[src/rtl/ifetch_queue.sv]
// ifetch_queue: sequential instruction fetch into a DEPTH-entry circular FIFO feeding dispatch; redirect flushes and restarts fetch.
// Latency: request pulse one cycle after the idle decision; an entry reaches the head the cycle after it is written.
// Backpressure: no request while full or while a read is outstanding; Dispatch_ren on empty is ignored.
// Optional: define IFQ_BYPASS_EN to expose a response at the head in its arrival cycle when the queue is empty.
module ifetch_queue #(
  parameter int          DEPTH    = 16,
  parameter int          PTR_W    = 4,
  parameter logic [31:0] RESET_PC = 32'h0000_0000
) (
  input  logic        clock,
  input  logic        reset,
  input  logic        Dispatch_ren,
  input  logic        Dispatch_jmp,
  input  logic [31:0] Dispatch_jmp_addr,
  output logic [31:0] ifetch_pc_4,
  output logic [31:0] ifetch_intruction,
  output logic        ifetch_empty,
  output logic        ifetch_full,
  output logic        imem_rd_en,
  output logic [31:0] imem_addr,
  input  logic        imem_valid,
  input  logic [31:0] imem_data
);

  localparam logic [PTR_W:0]   L_DEPTH = (PTR_W+1)'(DEPTH);
  localparam logic [PTR_W:0]   L_CONE  = (PTR_W+1)'(1);
  localparam logic [PTR_W-1:0] L_PONE  = PTR_W'(1);

  typedef enum logic [1:0] {
    S_IDLE = 2'd0,
    S_WAIT = 2'd1,
    S_DROP = 2'd2
  } state_t;

  state_t           r_state;
  state_t           w_state_nxt;
  logic [31:0]      r_fetch_pc;
  logic [PTR_W-1:0] r_rd_ptr;
  logic [PTR_W-1:0] r_wr_ptr;
  logic [PTR_W:0]   r_count;
  logic             r_rd_en;
  logic [31:0]      r_addr;
  logic [31:0]      r_mem_pc4 [DEPTH];
  logic [31:0]      r_mem_ins [DEPTH];

  logic             w_issue;
  logic             w_rsp;
  logic             w_push;
  logic             w_pop;
  logic             w_byp;
  logic             w_empty_q;
  logic             w_full_q;
  logic [31:0]      w_pc_4_nxt;

  assign w_pc_4_nxt = r_fetch_pc + 32'd4;
  assign w_empty_q  = (r_count == '0);
  assign w_full_q   = (r_count == L_DEPTH);
  // A response is only kept when it belongs to the current path.
  assign w_rsp      = (r_state == S_WAIT) && imem_valid && !Dispatch_jmp;
  assign w_pop      = Dispatch_ren && !Dispatch_jmp && !w_empty_q;

`ifdef IFQ_BYPASS_EN
  assign w_byp  = w_rsp && w_empty_q;
  // A bypassed response consumed in its arrival cycle never enters the FIFO.
  assign w_push = w_rsp && !(w_byp && Dispatch_ren);
`else
  assign w_byp  = 1'b0;
  assign w_push = w_rsp;
`endif

  assign imem_rd_en  = r_rd_en;
  assign imem_addr   = r_addr;
  assign ifetch_full = w_full_q;

  // Head presentation: bypassed response, else FIFO head, zeroed when empty.
  always_comb begin
    ifetch_pc_4       = '0;
    ifetch_intruction = '0;
    ifetch_empty      = w_empty_q;
    if (w_byp) begin
      ifetch_pc_4       = w_pc_4_nxt;
      ifetch_intruction = imem_data;
      ifetch_empty      = 1'b0;
    end else if (!w_empty_q) begin
      ifetch_pc_4       = r_mem_pc4[r_rd_ptr];
      ifetch_intruction = r_mem_ins[r_rd_ptr];
    end
  end

  // Fetch FSM next state; a request is issued only with space reserved and nothing in flight.
  always_comb begin
    w_state_nxt = r_state;
    w_issue     = 1'b0;
    case (r_state)
      S_IDLE: begin
        if (!Dispatch_jmp && !w_full_q) begin
          w_issue     = 1'b1;
          w_state_nxt = S_WAIT;
        end
      end
      S_WAIT: begin
        if (Dispatch_jmp) begin
          w_state_nxt = imem_valid ? S_IDLE : S_DROP;
        end else if (imem_valid) begin
          w_state_nxt = S_IDLE;
        end
      end
      S_DROP: begin
        // The in-flight read is stale whatever the redirect count; leave once it lands.
        if (imem_valid) begin
          w_state_nxt = S_IDLE;
        end
      end
      default: w_state_nxt = S_IDLE;
    endcase
  end

  // FSM state register.
  always_ff @(posedge clock) begin
    if (reset) begin
      r_state <= S_IDLE;
    end else begin
      r_state <= w_state_nxt;
    end
  end

  // Fetch PC, request outputs, pointers and occupancy; redirect overrides push and pop.
  always_ff @(posedge clock) begin
    if (reset) begin
      r_fetch_pc <= RESET_PC;
      r_rd_ptr   <= '0;
      r_wr_ptr   <= '0;
      r_count    <= '0;
      r_rd_en    <= 1'b0;
      r_addr     <= RESET_PC;
    end else begin
      r_rd_en <= w_issue;
      if (w_issue) begin
        r_addr <= r_fetch_pc;
      end
      if (Dispatch_jmp) begin
        r_fetch_pc <= Dispatch_jmp_addr;
        r_rd_ptr   <= '0;
        r_wr_ptr   <= '0;
        r_count    <= '0;
      end else begin
        if (w_rsp) begin
          r_fetch_pc <= w_pc_4_nxt;
        end
        if (w_push) begin
          r_wr_ptr <= r_wr_ptr + L_PONE;
        end
        if (w_pop) begin
          r_rd_ptr <= r_rd_ptr + L_PONE;
        end
        if (w_push && !w_pop) begin
          r_count <= r_count + L_CONE;
        end else if (!w_push && w_pop) begin
          r_count <= r_count - L_CONE;
        end
      end
    end
  end

  // Entry storage; contents need no reset since occupancy gates visibility.
  always_ff @(posedge clock) begin
    if (w_push) begin
      r_mem_pc4[r_wr_ptr] <= w_pc_4_nxt;
      r_mem_ins[r_wr_ptr] <= imem_data;
    end
  end

endmodule

[config.mk]
export PLATFORM = sky130hd
export DESIGN_NAME = ifetch_queue
export DESIGN_NICKNAME = d
export VERILOG_FILES = /design/src/rtl/ifetch_queue.sv
export SDC_FILE = /design/constraint.sdc
export NUM_CORES = 1
export LEC_CHECK = 0
export BUFFER_PORTS_ARGS = -buffer_cell sky130_fd_sc_hd__buf_2
export CAP_MARGIN = 10
export CORE_MARGIN = 5
export CORE_UTILIZATION = 66
export DETAILED_ROUTE_END_ITERATION = 12
export PLACE_DENSITY = 0.84
export SETUP_SLACK_MARGIN = 0.05
export SYNTH_ARGS = -nofsm -noshare
export SYNTH_HDL_FRONTEND = slang
export SYNTH_SLANG_ARGS = --single-unit
[constraint.sdc]
create_clock -name clock -period 16.25 [get_ports clock]
set_input_delay 3.25 -clock clock [delete_from_list [all_inputs] [get_ports clock]]
set_output_delay 3.25 -clock clock [all_outputs]
set_load 0.02 [all_outputs]
== Yosys cells after proc, flatten, opt, wreduce, memory -nomap -nowiden ==
Memories as Yosys holds them, arrays and structs flattened. A register that Yosys moved wholly into a read port is not among the register bits.
Index checks and enable logic that the tools add are counted.

* Flip-flop bits (word level): 80
* Bits in latches: 0
* Memory bits (writable): 1024
* Bits in read-only memories: 0
* Bits of input ports: 69
* Output and inout port bits: 99
* Word-level logic and storage cells: 54
* Memories: 2

* Add/sub/neg operators: 5
* Multiply operators: 0
* Divide/modulo/power cells: 0
* Magnitude comparators: 0
* Equal/unequal tests: 4
* Shift-type cells: 0
* Mux-type cells: 19
* Bitwise logic cells: 0
* Reduce and logical (&&, ||, !) cells: 17

{| class="wikitable"
|+ Memories
! name !! depth !! bits a word !! read ports !! clocked after Yosys merged registers in !! write ports !! RTL line !! text
|-
| r_mem_ins || 16 || 32 || 1 || 1 || 1 || 44 || <nowiki>logic [31:0] r_mem_ins [DEPTH];</nowiki>
|-
| r_mem_pc4 || 16 || 32 || 1 || 1 || 1 || 43 || <nowiki>logic [31:0] r_mem_pc4 [DEPTH];</nowiki>
|}

{| class="wikitable"
|+ Operator list
! operator !! number
|-
| 2-to-1 mux 32 bit || 4
|-
| adder 32 x 3 -> 32 bit, second input constant || 1
|-
| 2-to-1 mux 4 bit || 4
|-
| 2-to-1 mux 5 bit || 2
|-
| adder 4 x 1 -> 4 bit, second input constant || 2
|-
| 2-to-1 mux 2 bit || 4
|-
| logical AND 1 bit || 7
|-
| case mux 2 bit (3 select lines) || 1
|-
| adder 5 x 1 -> 5 bit, second input constant || 1
|-
| equality test 5 bit, second input constant || 1
|-
| logical NOT 1 bit || 5
|-
| logical NOT 5 bit || 1
|-
| subtractor 5 x 1 -> 5 bit, second input constant || 1
|-
| 2-to-1 mux 1 bit || 4
|-
| nonzero test 2 bit || 2
|-
| equality test 2 x 1 -> 1 bit, second input constant || 1
|-
| equality test 2 bit, second input constant || 1
|-
| logical NOT 2 bit || 1
|-
| inequality test 2 bit, second input constant || 1
|-
| OR reduction 2 bit || 1
|}

== Logic depth before layout (Yosys ltp) ==
Gate-level depths: netlist (run 1).

* Word-level depth: 7
* Gate-level depth with buffers: 12
* Gate-level depth less buffers: 11

== Worst setup path after synthesis (run 1) ==
Ideal clock, no wire load.

* Path type: input to register
* Start: in imem_valid
* End: mem r_mem_ins[3][0], enable pin
* Data arrival time: 8311 ps
* Slack: 7375 ps
* Cell stages on the path: 4
* Cell sequence: nand2_1 -> nor3_1 -> nand2_1 -> nor3_1

* Longest elaborated chain between the ends: 4

{| class="wikitable"
|+ RTL lines
! what !! RTL line !! text
|-
| start, declared || 21 || <nowiki>input logic imem_valid,</nowiki>
|-
| logical AND 1 bit (2 in series) || 59 || <nowiki>assign w_rsp = (r_state == S_WAIT) && imem_valid && !Dispatch_jmp;</nowiki>
|-
| net w_push || 48 || <nowiki>logic w_push;</nowiki>
|-
| 2-to-1 mux 1 bit || 167 || <nowiki>if (w_push) begin</nowiki>
|-
| 2-to-1 mux 1 bit (not written as such) || 169 || <nowiki>r_mem_ins[r_wr_ptr] <= imem_data;</nowiki>
|-
| end, declared || 44 ||
|}

The timed path passes the listed nets, and every way through them passes these cells.

==> impl_metrics.tcl, run 1 <==
set metrics [dict create \
    synth-async-reset-ratio_pct 0 \
    post-route-min-period_ns 8.227 \
    pwr-share-comb_pct 3.3 \
    critical_path_depth 8 \
    nFillCells 3421 \
    swShare_pct 20.73 \
    fin_skew_ns 0.03607 \
    synthMostInstantiatedCell "edfxtp_1" \
    grt_pass1_vias 24480 \
    slew_violations 0 \
    yosysTopAreaCell "edfxtp_1" \
    cts_made_buffers 105 \
    hold_slack_ns 0.4511 \
    syn_avg_cell_area_sq_um 19.15 \
    final_layout_size_suffix_gt1_share_pct 28.45 \
    end_kind "output pin" \
    clock_latency_ns 0.68 \
    synthTopCellsByCount "edfxtp_1, mux4_2, mux2i_1" \
    yosysUniqueCellTypes 56 \
    utilization_pct 74.78 \
    antenna_found_initial 7 \
    grt_setup_unrepaired "no" \
    fin_cells 3423 \
    grt_usage_pct 30.74 \
    power_density_nw_per_um2 118.8 \
    post-route-period-util_pct 50.63 \
    cts-hold-fix-buffers 0 \
    max_freq_mhz 121.6 \
    ys_warn_count 0 \
    drt-pass1-iter-count 8 \
    cts_resized 0 \
    timing.slew.headroom_pct 15.02 \
    rr_endpoint "r_mem_pc4[11][28]" \
    syn_inst 2295 \
    crit_end "ifetch_pc_4[11]" \
    cpLargestDelayFamily "buffers and inverters" \
    cp.arrival_ns 4.98 \
    clk_pin_slew_ns 0.07 \
    fp.dieW_um 268.1 \
    cp_max_fo 56 \
    p_leak_nw 15.60 \
    ys_top_cells_by_area "edfxtp_1, mux4_2, dfxtp_1" \
    multi_input_area_sq_um 10910 \
    num_rows 94 \
    worst-setup-path-type "flip-flop to output pin" \
    clk_path_buf_depth 3 \
    core_area_sq_um 65860 \
    synth_edf_count 1024 \
    area_delta_synth_final_pct 12.07 \
    die-area_sq_um 71850 \
    port_buffers 167 \
    slowest_stage "dfxtp_4" \
    gr-total-overflow 0 \
    num_vias 23950 \
    io_pins 168 \
    cts.sinks 1108 \
    tightestPinTransition_ns 1.270 \
    power.switching_w 0.001213 \
    internal_power_w 0.004637 \
    crit_top_cell "buf_4" \
    setup_violations 0 \
    ys_seq_area_share_pct 73.79 \
    post_cts_buffers 0 \
    cts_tree "yes" \
    wl_per_cell_um 31.99 \
    finalHoldViolCount 0 \
    ff2ff_setup_slack_ns 12.30 \
    status "complete, no violations" \
    ir_drop_uv 96.13 \
    dp.cells 3219 \
    cp_num_buf_inv 3 \
    vias_per_cell 6.996 \
    dr.first_iter.drc_count 3339 \
    ys_ff_latch 1108 \
    ant_nets 0 \
    clkPwrFrac_pct 42.9 \
    place_congestion 0.8034 \
    crit_path_cell_trace "buf_4, buf_4, mux2_2, a211oi_1, a21oi_1, o21ai_0, o22ai_1, buf_2" \
    totalWireLength_mm 109.5 \
    grt_pass1_wl_mm 160.8 \
    die_h_um 268.1 \
    cp.required_ns 13.00 \
    start_util_pct 66.73 \
    grt_max_degree 81 \
    cp_slowest_stage_delay_ns 0.98 \
    seq_area_sq_um 32440 \
    fin_nets 2551 \
    p_seq_share_pct 53.8 \
    reg2reg_from "r_state[0]" \
    netlist_area_sq_um 43950 \
    yosys_most_used_dff "edfxtp_1" \
    maxCapViolCount 0 \
    tns_ns 0 \
    htree_levels 3 \
    netlist.area_leader.share_pct 69.97 \
    r2r_cells 5 \
    hold_path.class "flip-flop to flip-flop" \
    drc_errors 0 \
    clockRootBuffer "clkbuf_16" \
    hpwl_mm 53.59 \
    syn_nets 2376 \
    start_kind "flip-flop" \
]
how the worst min path moves through the flow:
stage,startpoint,cells after the start,slack [ns],end
3_5_place_dp,imem_addr[17],2,0.44,imem_addr[17]
2_1_floorplan,r_fetch_pc[31],2,0.46,imem_addr[31]
3_3_place_gp,imem_addr[31],2,0.44,imem_addr[31]
6_report,imem_addr[17],2,0.45,imem_addr[17]
4_1_cts,imem_addr[17],2,0.45,imem_addr[17]
5_1_grt,imem_addr[17],2,0.47,imem_addr[17]
cell families (layout without fill, tap and decap cells):
family / count (synthesis) / count (layout) / synth area share (%)
adders and majority gates: 12 / 12 / 0.3587
and+or+nand+nor: 258 / 258 / 3.143
DFF: 1108 / 1108 / 73.79
xor gates and xnor gates: 55 / 55 / 1.113
AOI/OAI and AO/OA: 260 / 260 / 3.559
other: 0 / 4 / 0
muxes: 430 / 430 / 16.28
buffers and inverters: 172 / 432 / 1.751
area by class of cell:
class | instances | area share, %
Tap cell | 864 | 2.195
Timing Repair Buffer | 217 | 2.472
Sequential cell | 1108 | 65.87
Multi-Input combinational cell | 1015 | 22.15
Inverter | 23 | 0.1753
Clock inverter | 63 | 1.456
Antenna cell | 4 | 0.02032
Clock buffer | 129 | 5.665
state kept, by name, summed over array words and instances (netlist names), named ones only:
name	count
r_mem_pc4	512
imem_rd_en	1
imem_addr	32
r_mem_ins	512
r_rd_ptr	4
r_state	2
r_wr_ptr	4
r_fetch_pc	32
r_count	5
through the flow:
stage | power (W) | cell area (sq um) | setup slack (ns)
detailed placement | 0.003396 | 45650 | 8.783
CTS | 0.005859 | 49150 | 7.919
global route | 0.006026 | 49250 | 7.538
finish | 0.005850 | 49250 | 8.023
global placement | 0.003386 | 45650 | 8.782
floorplan | 0.003318 | 43950 | 7.375
cells in the final DEF (no fill, tap or decap), types with 14 or more instances in the layout:
cell	n
edfxtp_1	1024
mux4_2	221
buf_2	167
mux2i_1	139
clkbuf_16	107
nand2_1	103
a21oi_1	95
dfxtp_1	81
mux2_2	70
o22ai_1	63
buf_4	49
nor2_1	40
o21ai_0	40
a211oi_1	38
xor2_1	29
inv_1	22
xnor2_1	22
clkbuf_1	19
nand3_1	16
clkinv_2	16
bufinv_16	14
power groups by stage:
stage	sequential, W	clock, W	combinational, W
5_1_grt	0.00315	0.00267	0.000209
3_3_place_gp	0.00321	0	0.000180
6_report	0.00315	0.00251	0.000196
4_1_cts	0.00315	0.00252	0.000192
2_1_floorplan	0.00320	0	0.000118
3_5_place_dp	0.00321	0	0.000189
worst min-delay path: cells and delay by family, from the launching register on:
kind	cells	cell delay, ns
AOI/OAI and AO/OA	1	0.05
DFF	1	0.31
and+or+nand+nor	1	0.05
metal layers:
metal / vias to the layer above / GRT usage [%] / part of all wire (%)
met5: - / 0 / 0.061
met4: 11 / 11.83 / 3.6
met3: 274 / 6.903 / 11
met2: 1755 / 50.65 / 51
met1: 12270 / 41.13 / 35
li1: 9635 / - / -
Power figures use the tool's default switching activity.
==> inputs of run 2 (changes only) <==
--- a/config.mk
+++ b/config.mk
@@ -8,9 +8,9 @@
 export BUFFER_PORTS_ARGS = -buffer_cell sky130_fd_sc_hd__buf_2
 export CAP_MARGIN = 10
 export CORE_MARGIN = 5
-export CORE_UTILIZATION = 66
+export CORE_UTILIZATION = 56
 export DETAILED_ROUTE_END_ITERATION = 12
-export PLACE_DENSITY = 0.84
+export PLACE_DENSITY = 0.76
 export SETUP_SLACK_MARGIN = 0.05
 export SYNTH_ARGS = -nofsm -noshare
 export SYNTH_HDL_FRONTEND = slang
==> constraint.sdc (replaced) <==
create_clock -name clock -period 6.6 [get_ports clock]
set_input_delay 1.32 -clock clock [delete_from_list [all_inputs] [get_ports clock]]
set_output_delay 1.32 -clock clock [all_outputs]
set_load 0.02 [all_outputs]
==> impl_metrics.tcl, run 2 (synthesis results as in run 1) <==
set metrics [dict create \
    status "complete, no violations" \
    gr-total-overflow 0 \
    clockRootBuffer "clkbuf_16" \
    grt_pass1_wl_mm 149.4 \
    wl_per_cell_um 27.35 \
    slew_violations 0 \
    power_density_nw_per_um2 288.5 \
    reg_top3 "r_mem_ins x512, r_mem_pc4 x512" \
    cp_max_fo 53 \
    clk_path_buf_depth 3 \
    post-route-min-period_ns 5.068 \
    post_cts_buffers 0 \
    core_area_sq_um 77590 \
    power.switching_w 0.002959 \
    grt_pass1_vias 23750 \
    post-route-period-util_pct 76.78 \
    antenna_found_initial 6 \
    swShare_pct 20.61 \
    io_pins 168 \
    p_seq_share_pct 54.0 \
    num_rows 102 \
    finalHoldViolCount 0 \
    htree_levels 3 \
    ir_drop_uv 206.2 \
    grt_max_degree 75 \
    port_buffers 167 \
    die_h_um 290.1 \
    tightestPinTransition_ns 1.320 \
    ant_nets 0 \
    worst_slack_ns 1.532 \
    clk_pin_slew_ns 0.06 \
    start_util_pct 56.64 \
    grt_setup_unrepaired "no" \
    fp.dieW_um 290.1 \
    internal_power_w 0.01140 \
    final_cell_mix "edfxtp_1, mux4_2, buf_2" \
    clock_latency_ns 0.69 \
    clkPwrFrac_pct 42.7 \
    hpwl_mm 53.99 \
    cts_tree "yes" \
    num_vias 23050 \
    hold_path.class "flip-flop to flip-flop" \
    pwr-share-comb_pct 3.4 \
    cp.required_ns 5.28 \
    max_freq_mhz 197.3 \
    cts_resized 0 \
    nFillCells 5159 \
    place_congestion 0.8082 \
    maxCapViolCount 0 \
    p_leak_nw 15.71 \
    dr.first_iter.drc_count 2704 \
    cts_made_buffers 108 \
    timing.slew.headroom_pct 11.73 \
    end_kind "output pin" \
    fin_skew_ns 0.03260 \
    die-area_sq_um 84180 \
    tns_ns 0 \
    totalWireLength_mm 99.03 \
    dp_slack_ns 2.353 \
    grt_usage_pct 23.14 \
    worst-setup-path-type "flip-flop to output pin" \
    setup_violations 0 \
    vias_per_cell 6.366 \
    cp.arrival_ns 3.75 \
    cts-hold-fix-buffers 0 \
    drt-pass1-iter-count 5 \
    fin_nets 2570 \
    start_kind "flip-flop" \
    final_common_cell "edfxtp_1" \
    area_delta_synth_final_pct 13.24 \
    power.total_w 0.01436 \
    cts.sinks 1108 \
    drc_errors 0 \
    final_layout_size_suffix_gt1_share_pct 28.39 \
]
==> run 2: power groups by stage <==
stage | logic, W | registers, W | clock network [W]
after floorplan | 0.000290 | 0.00788 | 0
after global placement | 0.000459 | 0.00789 | 0
after detailed placement | 0.000477 | 0.00790 | 0
after CTS | 0.000481 | 0.00775 | 0.00621
after global routing | 0.000521 | 0.00775 | 0.00655
final | 0.000483 | 0.00775 | 0.00613
==> run 2: area by class of cell <==
cell class	count	area [sq um]	share of cell area [%]
flip-flops and latches	1108	32440	65.19
diodes	3	7.507	0.01508
repair buffers	233	1460	2.934
inverters	23	86.33	0.1735
clock inverters	55	628.1	1.262
multi-input cells	1015	10930	21.96
well taps	1040	1301	2.615
clock buffers	144	2910	5.848
==> run 2: worst paths after layout <==
| check | from | end | slack (ns) | cells after the start |
|---|---|---|---|---|
| setup / recovery | flip-flop | ifetch_intruction[9] | 1.53 | 6 |
| setup reg to reg | r_fetch_pc[2] | r_mem_pc4[12][24] | 3.12 | 6 |
| hold reg to reg | imem_addr[19] | imem_addr[19] | 0.46 | 2 |
| hold / removal | imem_addr[19] | imem_addr[19] | 0.46 | 2 |
==> run 2: metrics by stage <==
step | hold slack [ns] | cells | utilization, % | area, sq um
floorplan | 0.4568 | 2295 | - | 43970
global placement | 0.4415 | 3413 | 59.48 | 46160
detailed placement | 0.4484 | 3413 | 59.48 | 46160
CTS | 0.4586 | 3612 | 64.04 | 49700
global route | 0.4750 | 3619 | 64.13 | 49760
finish | 0.4593 | 3621 | 64.14 | 49770
==> run 2: worst max-delay path, cell delays in order, from the launching register on <==
cell and delay, ns:
dfxtp_4 1.04, nor2b_4 1.02, buf_4 0.38, a21oi_1 0.11
o21ai_0 0.11, o22ai_1 0.12, buf_2 0.23
==> run 2: per-layer routing <==
| layer | vias to the layer above | GRT usage (%) | share of wire (%) |
|---|---|---|---|
| met5 | - | 0 | 0.034 |
| met4 | 6 | 6.562 | 2.1 |
| met3 | 154 | 4.084 | 8.4 |
| met2 | 1192 | 37.61 | 50 |
| met1 | 12010 | 33.00 | 40 |
| li1 | 9696 | - | - |
